[config.mk]
export PLATFORM = sky130hd
export DESIGN_NAME = sync_fifo_ctrl_flat
export DESIGN_NICKNAME = d
export VERILOG_FILES = /design/src/rtl/sync_fifo_ctrl_if.sv /design/src/rtl/sync_fifo_ctrl.sv /design/src/flat_wrapper.sv
export SDC_FILE = /design/constraint.sdc
export NUM_CORES = 1
export LEC_CHECK = 0
export ABC_AREA = 1
export CAP_MARGIN = 40
export CORE_ASPECT_RATIO = 0.5
export CORE_MARGIN = 8
export CORE_UTILIZATION = 50
export CTS_CLUSTER_SIZE = 30
export DETAILED_ROUTE_END_ITERATION = 8
export PLACE_DENSITY = 0.76
export REMOVE_ABC_BUFFERS = 1
export SYNTH_ARGS = -nofsm -noshare
export SYNTH_HDL_FRONTEND = slang
export SYNTH_SLANG_ARGS = --single-unit
[constraint.sdc]
create_clock -name clk_i -period 3.7 [get_ports clk_i]
set_input_delay 0.37 -clock clk_i [delete_from_list [all_inputs] [get_ports clk_i]]
set_output_delay 0.37 -clock clk_i [all_outputs]
set_load 0.02 [all_outputs]
[src/rtl/sync_fifo_ctrl_if.sv]
// Producer/consumer bus of the single-clock FIFO: write/read handshakes, data, status and error flags.
interface sync_fifo_ctrl_if #(
  parameter int unsigned Data_Width = 8,
  parameter int unsigned Addr_Width = 4
);
  logic                  flush;
  logic                  w_en;
  logic [Data_Width-1:0] w_data;
  logic                  r_en;
  logic [Data_Width-1:0] r_data;
  logic                  full_flag;
  logic                  empty_flag;
  logic                  almost_full;
  logic                  almost_empty;
  logic [Addr_Width:0]   count;
  logic                  overflow;
  logic                  underflow;

  modport master (
    output flush, w_en, w_data, r_en,
    input  r_data, full_flag, empty_flag, almost_full, almost_empty, count, overflow, underflow
  );

  modport slave (
    input  flush, w_en, w_data, r_en,
    output r_data, full_flag, empty_flag, almost_full, almost_empty, count, overflow, underflow
  );
endinterface

[src/rtl/sync_fifo_ctrl.sv]
// Single-clock FIFO with fill level, almost-full/empty thresholds, optional FWFT read,
// synchronous flush and sticky overflow/underflow flags.
module sync_fifo_ctrl #(
  parameter int unsigned Data_Width = 8,
  parameter int unsigned Addr_Width = 4,
  parameter int unsigned AF_Thresh  = 12,
  parameter int unsigned AE_Thresh  = 4,
  parameter int unsigned FWFT       = 0
) (
  input  logic                clk_i,
  input  logic                rst_i,
  sync_fifo_ctrl_if.slave     bus
);

  localparam int unsigned Depth = 2 ** Addr_Width;
  localparam int unsigned PtrW  = Addr_Width + 1;

  logic [Data_Width-1:0] mem_q [Depth];
  logic [PtrW-1:0]       wr_ptr_q, wr_ptr_d;
  logic [PtrW-1:0]       rd_ptr_q, rd_ptr_d;
  logic [PtrW-1:0]       count_q, count_d;
  logic                  ovf_q, ovf_d;
  logic                  udf_q, udf_d;

  logic                  full_c, empty_c;
  logic                  wr_acc_c, rd_acc_c;
  logic [Addr_Width-1:0] wr_addr_c, rd_addr_c;
  logic [Data_Width-1:0] head_c;

  // Flags come from the registered count only, so a same-cycle read never frees a full slot
  assign full_c    = (count_q == PtrW'(Depth));
  assign empty_c   = (count_q == '0);
  assign wr_acc_c  = bus.w_en & ~full_c & ~bus.flush;
  assign rd_acc_c  = bus.r_en & ~empty_c & ~bus.flush;
  assign wr_addr_c = wr_ptr_q[Addr_Width-1:0];
  assign rd_addr_c = rd_ptr_q[Addr_Width-1:0];
  assign head_c    = mem_q[rd_addr_c];

  always_comb begin
    wr_ptr_d = wr_ptr_q;
    rd_ptr_d = rd_ptr_q;
    count_d  = count_q;
    ovf_d    = ovf_q;
    udf_d    = udf_q;
    if (bus.flush) begin
      wr_ptr_d = '0;
      rd_ptr_d = '0;
      count_d  = '0;
      ovf_d    = 1'b0;
      udf_d    = 1'b0;
    end else begin
      if (wr_acc_c) wr_ptr_d = wr_ptr_q + PtrW'(1);
      if (rd_acc_c) rd_ptr_d = rd_ptr_q + PtrW'(1);
      if (wr_acc_c && !rd_acc_c)      count_d = count_q + PtrW'(1);
      else if (rd_acc_c && !wr_acc_c) count_d = count_q - PtrW'(1);
      if (bus.w_en && full_c)  ovf_d = 1'b1;
      if (bus.r_en && empty_c) udf_d = 1'b1;
    end
  end

  always_ff @(posedge clk_i) begin
    if (rst_i) begin
      wr_ptr_q <= '0;
      rd_ptr_q <= '0;
      count_q  <= '0;
      ovf_q    <= 1'b0;
      udf_q    <= 1'b0;
    end else begin
      wr_ptr_q <= wr_ptr_d;
      rd_ptr_q <= rd_ptr_d;
      count_q  <= count_d;
      ovf_q    <= ovf_d;
      udf_q    <= udf_d;
    end
  end

  // Storage is deliberately not reset
  always_ff @(posedge clk_i) begin
    if (!rst_i && wr_acc_c) mem_q[wr_addr_c] <= bus.w_data;
  end

  generate
    if (FWFT != 0) begin : g_fwft
      assign bus.r_data = head_c;
    end else begin : g_std
      logic [Data_Width-1:0] r_data_q;
      always_ff @(posedge clk_i) begin
        if (rst_i)         r_data_q <= '0;
        else if (rd_acc_c) r_data_q <= head_c;
      end
      assign bus.r_data = r_data_q;
    end
  endgenerate

  assign bus.count        = count_q;
  assign bus.full_flag    = full_c;
  assign bus.empty_flag   = empty_c;
  assign bus.almost_full  = (count_q >= PtrW'(AF_Thresh));
  assign bus.almost_empty = (count_q <= PtrW'(AE_Thresh));
  assign bus.overflow     = ovf_q;
  assign bus.underflow    = udf_q;

endmodule

[src/flat_wrapper.sv]
// flat-port wrapper written by rule: the top's interface ports become plain ports
module sync_fifo_ctrl_flat 
#(
  parameter int unsigned Data_Width = 8,
  parameter int unsigned Addr_Width = 4,
  parameter int unsigned AF_Thresh  = 12,
  parameter int unsigned AE_Thresh  = 4,
  parameter int unsigned FWFT       = 0
)
  (clk_i, rst_i, bus_flush, bus_w_en, bus_w_data, bus_r_en, bus_r_data, bus_full_flag, bus_empty_flag, bus_almost_full, bus_almost_empty, bus_count, bus_overflow, bus_underflow);
  sync_fifo_ctrl_if #(.Data_Width(Data_Width), .Addr_Width(Addr_Width)) bus_i ();
  input  logic clk_i;
  input  logic rst_i;
  input wire logic [$bits(bus_i.flush)-1:0] bus_flush;
  input wire logic [$bits(bus_i.w_en)-1:0] bus_w_en;
  input wire logic [$bits(bus_i.w_data)-1:0] bus_w_data;
  input wire logic [$bits(bus_i.r_en)-1:0] bus_r_en;
  output wire logic [$bits(bus_i.r_data)-1:0] bus_r_data;
  output wire logic [$bits(bus_i.full_flag)-1:0] bus_full_flag;
  output wire logic [$bits(bus_i.empty_flag)-1:0] bus_empty_flag;
  output wire logic [$bits(bus_i.almost_full)-1:0] bus_almost_full;
  output wire logic [$bits(bus_i.almost_empty)-1:0] bus_almost_empty;
  output wire logic [$bits(bus_i.count)-1:0] bus_count;
  output wire logic [$bits(bus_i.overflow)-1:0] bus_overflow;
  output wire logic [$bits(bus_i.underflow)-1:0] bus_underflow;
  assign bus_i.flush = bus_flush;
  assign bus_i.w_en = bus_w_en;
  assign bus_i.w_data = bus_w_data;
  assign bus_i.r_en = bus_r_en;
  assign bus_r_data = bus_i.r_data;
  assign bus_full_flag = bus_i.full_flag;
  assign bus_empty_flag = bus_i.empty_flag;
  assign bus_almost_full = bus_i.almost_full;
  assign bus_almost_empty = bus_i.almost_empty;
  assign bus_count = bus_i.count;
  assign bus_overflow = bus_i.overflow;
  assign bus_underflow = bus_i.underflow;
  sync_fifo_ctrl #(.Data_Width(Data_Width), .Addr_Width(Addr_Width), .AF_Thresh(AF_Thresh), .AE_Thresh(AE_Thresh), .FWFT(FWFT)) u_core (.clk_i(clk_i), .rst_i(rst_i), .bus(bus_i));
endmodule
== Yosys cells after proc, flatten, opt, wreduce, memory -nomap -nowiden ==
Memories as Yosys holds them, arrays and structs flattened. A register that Yosys moved wholly into a read port is not among the register bits.
Index checks and enable logic that the tools add are counted.

* RAM bits: 128
* Word-level logic and storage cells: 35
* Output and inout port bits: 19
* Flip-flop bits (word level): 17
* Memories: 1
* Bits of input ports: 13

{| class="wikitable"
|+ Memory list
! memory !! words !! width !! read ports !! clocked after memory_dff !! write ports !! line !! text
|-
| u_core.mem_q || 16 || 8 || 1 || 1 || 1 || sync_fifo_ctrl.sv:18 || <nowiki>logic [Data_Width-1:0] mem_q [Depth];</nowiki>
|}

* Bitwise gates (word level): 7
* Mux-type cells: 4
* Reductions and logical operators: 11
* Eq/ne operators: 1
* $lt $le $gt $ge: 2
* $add $sub $neg: 4

{| class="wikitable"
|+ Operators by type and width
! kind !! count
|-
| $add 5x1->5 const B || 3
|-
| $mux 5 || 2
|-
| $eq 5x5->1 const B || 1
|-
| $ge 5x4->1 const B || 1
|-
| $le 5x3->1 const B || 1
|-
| $logic_and 1x1->1 || 5
|-
| $logic_not 5->1 || 1
|-
| $sub 5x1->5 const B || 1
|-
| $and 1x1->1 || 4
|-
| $logic_not 1->1 || 3
|-
| $not 1->1 || 3
|-
| $mux 1 || 2
|-
| $reduce_bool 2->1 || 1
|-
| $reduce_or 2->1 || 1
|}

== Depth between registers and ports, before layout ==
Gate-level depths: netlist of the first run.

* Depth after elaboration: 8
* Mapped depth: 16
* Mapped depth without buffers: 15

== Worst setup path after synthesis of the first run ==
OpenSTA, ideal clock, no wires.

* Kind: reg-to-reg
* From: register u_core.count_q[0], in the netlist u_core.bus.count[0]
* To: register u_core.count_q[3], in the netlist u_core.bus.count[3]
* Period minus slack after synthesis: 2.301 ns
* Setup time: 0.115 ns
* Stages on the path, launching flop included: 15
* Arrival: 2.185 ns
* Required time: 3.585 ns
* Path buffers: 1
* Path slack: 1.399 ns
* Cells stage by stage: dfxtp_1 -> nor2_4 -> nand4_2 -> nand2_2 -> inv_1 -> nand2_4 -> clkbuf_8 -> ha_1 -> inv_1 -> ha_1 -> a21oi_1 -> nand2_1 -> xor2_1 -> o21ai_0 -> inv_1

* Word-level cells in the longest chain between the ends: 7
* Elaborated cells on any way between the ends: 17
* Classes of those cells: add/sub: 2; eq/ne: 1; mux: 2; bitwise: 6; reduce/logical: 6

{| class="wikitable"
|+ Ends and longest elaborated chain
! element !! line !! text
|-
| from (decl) || sync_fifo_ctrl.sv:21 || <nowiki>logic [PtrW-1:0] count_q, count_d;</nowiki>
|-
| from (signal assigned) || sync_fifo_ctrl.sv:71 || <nowiki>count_q <= count_d;</nowiki>
|-
| branches (longest 7 deep; another with $sub 5x1->5) || n/a ||
|}

Several ways; the timed one is not identified. The select of a mux whose other input is x is not followed.
A chain may end at the register's enable or synchronous reset.

== Worst setup path after layout of the first run ==
* From: input rst_i
* To: memory u_core.mem_q[5][2] (enable)

* Word-level cells in the longest chain between the ends: 4

{| class="wikitable"
|+ Ends and longest elaborated chain
! element !! line !! text
|-
| from (decl) || flat_wrapper.sv:13 || <nowiki>input logic rst_i;</nowiki>
|-
| $logic_not 1->1 || sync_fifo_ctrl.sv:79 || <nowiki>if (!rst_i && wr_acc_c) mem_q[wr_addr_c] <= bus.w_data;</nowiki>
|-
| $logic_and 1x1->1 || sync_fifo_ctrl.sv:79 ||
|-
| $mux 1 || sync_fifo_ctrl.sv:79 ||
|-
| $mux 1 (not written as such) || sync_fifo_ctrl.sv:79 ||
|-
| to (decl) || sync_fifo_ctrl.sv:18 ||
|}

Every way passes these cells.

==> run metrics, run 1 <==
Core ar.=~13,000 µm²; share of the synthesized area in the top cell type=0.576; Max VDD drop=around 0.33 mV; DR pass1 iterations=5; worst-margin pin slew=0.878 ns; setup bufs post-CTS=0; via count=4,707; Final setup viols=0; Synth area leader=edfxtp_1; final cell count without fillers=between 800 and 900; # IOs=32; Setup TNS=0 ns; GRT Resource Usage Total=0.175; final period utilization=0.680; Synth Instances=between 600 and 700; RSZ-0062 raised after global routing=no; Clock Latency Late Sink=~0.43 ns; Die W=~180 µm; Root Buffer=clkbuf_16; ys async rst share=0; worst rel slew slack=0.413; Power Density=roughly 500 nW/µm²; Worst Setup SP=rst_i; outcome=completed; Post-Syn Area=roughly 6700 µm²; Post-synth EDFFs=about 130; final instance area=7640 µm²; first-pass GRT wire length=about 24,000 µm; Remaining DRCs=0; P_leak=roughly 3.2 nW; Max Clock Freq=about 400 MHz; CTS Hold Bufs=0; largest net degree at the start of global routing=between 60 and 70; clock sinks=about 150; Post-Route WL=between 15,000 and 20,000 µm; Setup crit start kind=primary input; clock skew=around 0.012 ns; Final Hold Fails=0; post-route core utilization=0.595; GRT busiest layer=met2; Num CTS Buffers=17; via density per instance=5.29; Hold Startpoint=u_core.bus.overflow; Max Cap Viol=0; count leader, synth=nand2_1; vias in the first global route=4,546; nets=about 730; Die Area=roughly 18,000 µm²; placed cells=857; Die H=approximately 100 µm; Mean Syn Cell Area=about 10 µm²; Hold Crit Class=register to register; Area after DPL=slightly above 7000 µm²; ant diodes=0; worst-path fanout max=13; Placer Congestion=0.896; crit end category=register; top post-synthesis cells by area=edfxtp_1 58%, nand2_1 13%, dfxtp_1 6.9%, nand3_1 6.8%, inv_1 5.6%; synthesis-stage register bit count=151; critical path class=primary input to register; Synth cell types=25; placed wire-length estimate=about 9600 µm; Worst Path Required=between 3 and 4 ns; met2 Use GR=0.283; clk slew on worst S/H paths=approximately 0.060 ns; # rows=29; Slew Limit Fails=0; Synth top cells by count=226 x nand2_1, 128 x edfxtp_1, 100 x inv_1, 91 x nand3_1, 27 x nor2_1; share of layout cells above drive strength 1=0.0556; r2r startpoint=u_core.bus.count[0]; CTS tree=built; synthesis-to-layout area growth=14.5%; I/O Buffers=31; met1 Usage GRT=0.220; met3 Use GR=0.0407; maximum clock insertion buffer count=2; Worst Path Arrival=roughly 2.6 ns; H-Tree Depth=4; YS warnings=0; iteration-0 DRC count of the detailed router=429; CTS-repair resized insts=0; sequential fraction of the synthesis area=0.645; initial core utilization=0.520; number of routed nets with antenna violations=0; routed len/inst=between 15 and 20 µm; Final min period=~2.5 ns; initial antenna violation count=0; grt total ovfl=0; Top FF cell, synth=edfxtp_1
==> worst paths after layout <==
check / end / slack, ns / cells after the start
max reg2reg: u_core.bus.count[4] / 1.19 / 14
min reg2reg: u_core.bus.overflow / 0.50 / 2
min: u_core.bus.overflow / 0.50 / 2
max: u_core.mem_q[5][2] / 1.18 / 6
==> registers in the layout, indices dropped and copies added (netlist names) <==
name,cells
u_core.bus.count,5
u_core.bus.r_data,8
u_core.bus.underflow,1
u_core.mem_q,128
u_core.rd_ptr_q,4
u_core.wr_ptr_q,4
u_core.bus.overflow,1
==> metal layers <==
layer	wire [µm]	up-vias
li1	-	2242
met3	1240	32
met5	0	-
met4	360	0
met1	6540	2209
met2	7020	224
==> worst max-delay path, stage by stage <==
cell and delay [ns]:
clkdlybuf4s50_1 0.60, nor2_1 0.26, inv_1 0.23, nor2_1 0.27, nand2_1 0.27, nor2_1 0.55
==> power breakdown <==
group          switching [W]  internal [W]  total [W]  leakage, nW
Clock               0.000668      0.000990    0.00166        0.270
Combinational       0.000195     0.0000991   0.000294         1.55
Sequential         0.0000118       0.00186    0.00187         1.34
Total               0.000875       0.00295    0.00383         3.16
==> cells by family after synthesis <==
group | count (synthesis) | synth area share
AO/OA/AOI/OAI | 31 | 0.0236
flip-flops | 151 | 0.645
buffers and inverters | 132 | 0.0836
XOR/XNOR | 8 | 0.0105
adder cells (fa/ha/maj) | 10 | 0.0199
AND/OR/NAND/NOR | 349 | 0.218
==> per-stage QoR <==
stage               worst slack (ns)  power, W  hold WS [ns]
detailed placement             0.759   0.00220         0.503
floorplan                      0.977   0.00207         0.467
global route                   0.972   0.00394         0.549
global placement               0.823   0.00219         0.472
finish                          1.18   0.00383         0.504
CTS                             1.15   0.00383         0.522
==> layout by cell type, fill, tap and decap left out <==
| cell | n |
|---|---|
| ha_1 | 9 |
| buf_8 | 1 |
| nand2_4 | 1 |
| buf_12 | 1 |
| inv_1 | 100 |
| nand4_2 | 1 |
| nand3_1 | 91 |
| o21bai_1 | 1 |
| buf_4 | 2 |
| bufinv_16 | 2 |
| o21ai_0 | 7 |
| xor2_1 | 7 |
| nor2_1 | 27 |
| dfxtp_1 | 22 |
| dfxtp_2 | 1 |
| nand2_2 | 1 |
| nand4_1 | 1 |
| nor2_4 | 1 |
| clkinv_4 | 2 |
| inv_2 | 2 |
| clkinvlp_4 | 3 |
| clkinv_2 | 4 |
| a21oi_1 | 23 |
| clkinv_1 | 1 |
| nand2_1 | 226 |
| clkbuf_16 | 17 |
| inv_6 | 1 |
| fa_1 | 1 |
| xnor2_1 | 1 |
| clkdlybuf4s50_1 | 31 |
| clkbuf_1 | 3 |
| edfxtp_1 | 128 |
==> layout make-up <==
type                       count  area [µm²]
clock buffer                  20         437
clock inverter                12         129
fill                        1057        5200
inverter                     103         387
multi-input combinational    398        1810
sequential                   151        4310
tap                          170         213
timing repair buffer          35         360
Power figures use the tool's default switching activity.
==> inputs of run 2 (changes only) <==
- PLACE_DENSITY: 0.76 -> 0.79
- clock period: 3.7 -> 2.1 ns (I/O delays scaled with it)
==> run metrics, run 2 (same netlist as run 1, synthesis figures left out) <==
outcome=complete, but fails checks; failing checks=setup timing; Clock Latency Late Sink=0.41 ns; number of routed nets with antenna violations=0; worst-margin pin slew=approximately 0.72 ns; Final Hold Fails=0; clock sinks=approximately 150; RSZ-0062 raised after global routing=yes; Net Sw Frac=0.218; Worst path slowest cell=fa_2; worst rel slew slack=0.522; Final min period=approximately 2.2 ns; slowest stage delay, CP=~0.36 ns; synthesis-to-layout area growth=21.5%; Num CTS Buffers=17; Max Cap Viol=0; Slew Limit Fails=0; reg2reg path depth=14; P_leak=about 3.5 nW; initial antenna violation count=0; Setup crit start kind=register; register share of total power=0.477; iteration-0 DRC count of the detailed router=around 570; grt total ovfl=0; most frequent cells in the layout=224 x nand2_1, 128 x edfxtp_1, 95 x inv_1; DR pass1 iterations=7; Final WS setup=-0.0542 ns; maximum clock insertion buffer count=2; Final setup viols=2; placed cells=~900; crit end category=register; vias in the first global route=a little under 5,000; Max Clock Freq=464 MHz; CP cell instances=nor2_4 -> nand4_4 -> nand2_2 -> inv_2 -> nand2_4 -> ha_4 -> inv_4 -> fa_2 -> a21oi_2 -> nor2_2 -> o21bai_1 -> nand2_1 -> nand2_1 -> a21oi_1; I/O Buffers=31; via count=between 5,000 and 6,000; Core ar.=12,800 µm²; P_sw=between 0.0015 and 0.002 W; Die W=179 µm; Worst Path Required=2.40 ns; Hold Crit Class=register to register; Remaining DRCs=0; Die Area=about 18,000 µm²; critical path class=register to register; Most common cell on crit path=nand2_1; CTS tree=built; via density per instance=5.37; H-Tree Depth=4; clk slew on worst S/H paths=around 0.050 ns; largest net degree at the start of global routing=67; placed wire-length estimate=a little under 10,000 µm; ant diodes=0; share of layout cells above drive strength 1=0.138; routed len/inst=roughly 17 µm; Placer Congestion=0.800; Root Buffer=clkbuf_16; GRT Resource Usage Total=0.181; Power Total=slightly below 0.007 W; combinational fraction of design power=0.090; initial core utilization=0.520; Int Power=0.00541 W; dpl ws=-0.190 ns; leading cell type in the layout, fill and taps excluded=nand2_1; final cell count without fillers=roughly 940; Worst path depth=14; final period utilization=1.03; clock power share=0.433; Top Family by Delay on Critical Path=simple AND/OR/NAND/NOR gates; # rows=29; first-pass GRT wire length=25,100 µm; nets=about 780; clock skew=approximately 0.0050 ns; # IOs=32; Die H=about 100 µm; hold path depth=2; number of flip-flops under the largest register name=around 130; Critical path buffers and inverters=2; Max VDD drop=around 0.44 mV; Power Density=about 850 nW/µm²; Post-Route WL=approximately 16,000 µm; Largest Register=u_core.mem_q; worst-path fanout max=4; Worst Path Arrival=about 2.5 ns
run 2: layout make-up:
type | instances | area, µm²
inverters | 103 | 389
flip-flops and latches | 151 | 4310
clock inverters | 10 | 129
multi-input cells | 398 | 1880
fillers | 911 | 4740
clock buffers | 22 | 454
well taps | 170 | 213
repair buffers | 82 | 736
run 2: layer usage:
metal / routed length, µm / up-vias / track usage
met5: 0 / - / 0
met1: 6210 / 2369 / 0.213
li1: - / 2340 / -
met4: 429 / 0 / 0.0802
met3: 1330 / 48 / 0.0381
met2: 8330 / 265 / 0.319
run 2: final timing paths:
path	from	endpoint	slack, ns
max reg2reg	u_core.bus.count[0]	u_core.bus.count[4]	-0.05
max	u_core.bus.count[0]	u_core.bus.count[4]	-0.05
min reg2reg	u_core.bus.underflow	u_core.bus.underflow	0.48
min	u_core.bus.underflow	u_core.bus.underflow	0.48
run 2: what timing repair did:
| item | 4_1_cts | 5_1_grt |
|---|---|---|
| resized for setup | 11 | 16 |
| setup buffers | 2 | 5 |
| endpoints found under the hold margin | 0 | 0 |
| gates cloned | 0 | 0 |
| setup endpoints to repair | 3 | 131 |
| hold buffers | 0 | 0 |
| pin swaps | 6 | 12 |
run 2: power by group through the flow:
stage / combinational [W] / clock [W] / sequential (W)
floorplan: 0.000239 / 0 / 0.00340
global placement: 0.000533 / 0 / 0.00336
detailed placement: 0.000547 / 0 / 0.00336
CTS: 0.000576 / 0.00300 / 0.00330
global route: 0.000677 / 0.00311 / 0.00330
finish: 0.000623 / 0.00300 / 0.00330
run 2: per-stage QoR:
step / utilization / area (µm²) / setup TNS (ns) / hold slack, ns
finish: 0.631 / 8110 / -0.0542 / 0.476
CTS: 0.624 / 8010 / 0 / 0.444
detailed placement: 0.576 / 7400 / -0.491 / 0.464
global route: 0.631 / 8110 / -0.678 / 0.516
global placement: 0.576 / 7400 / -0.211 / 0.452
floorplan: - / 6500 / -5.78 / 0.309
run 2: worst min-delay path, cell delays in order (launching register included):
cell and delay, ns:
dfxtp_1 0.33, a21oi_1 0.04, nor2_1 0.07
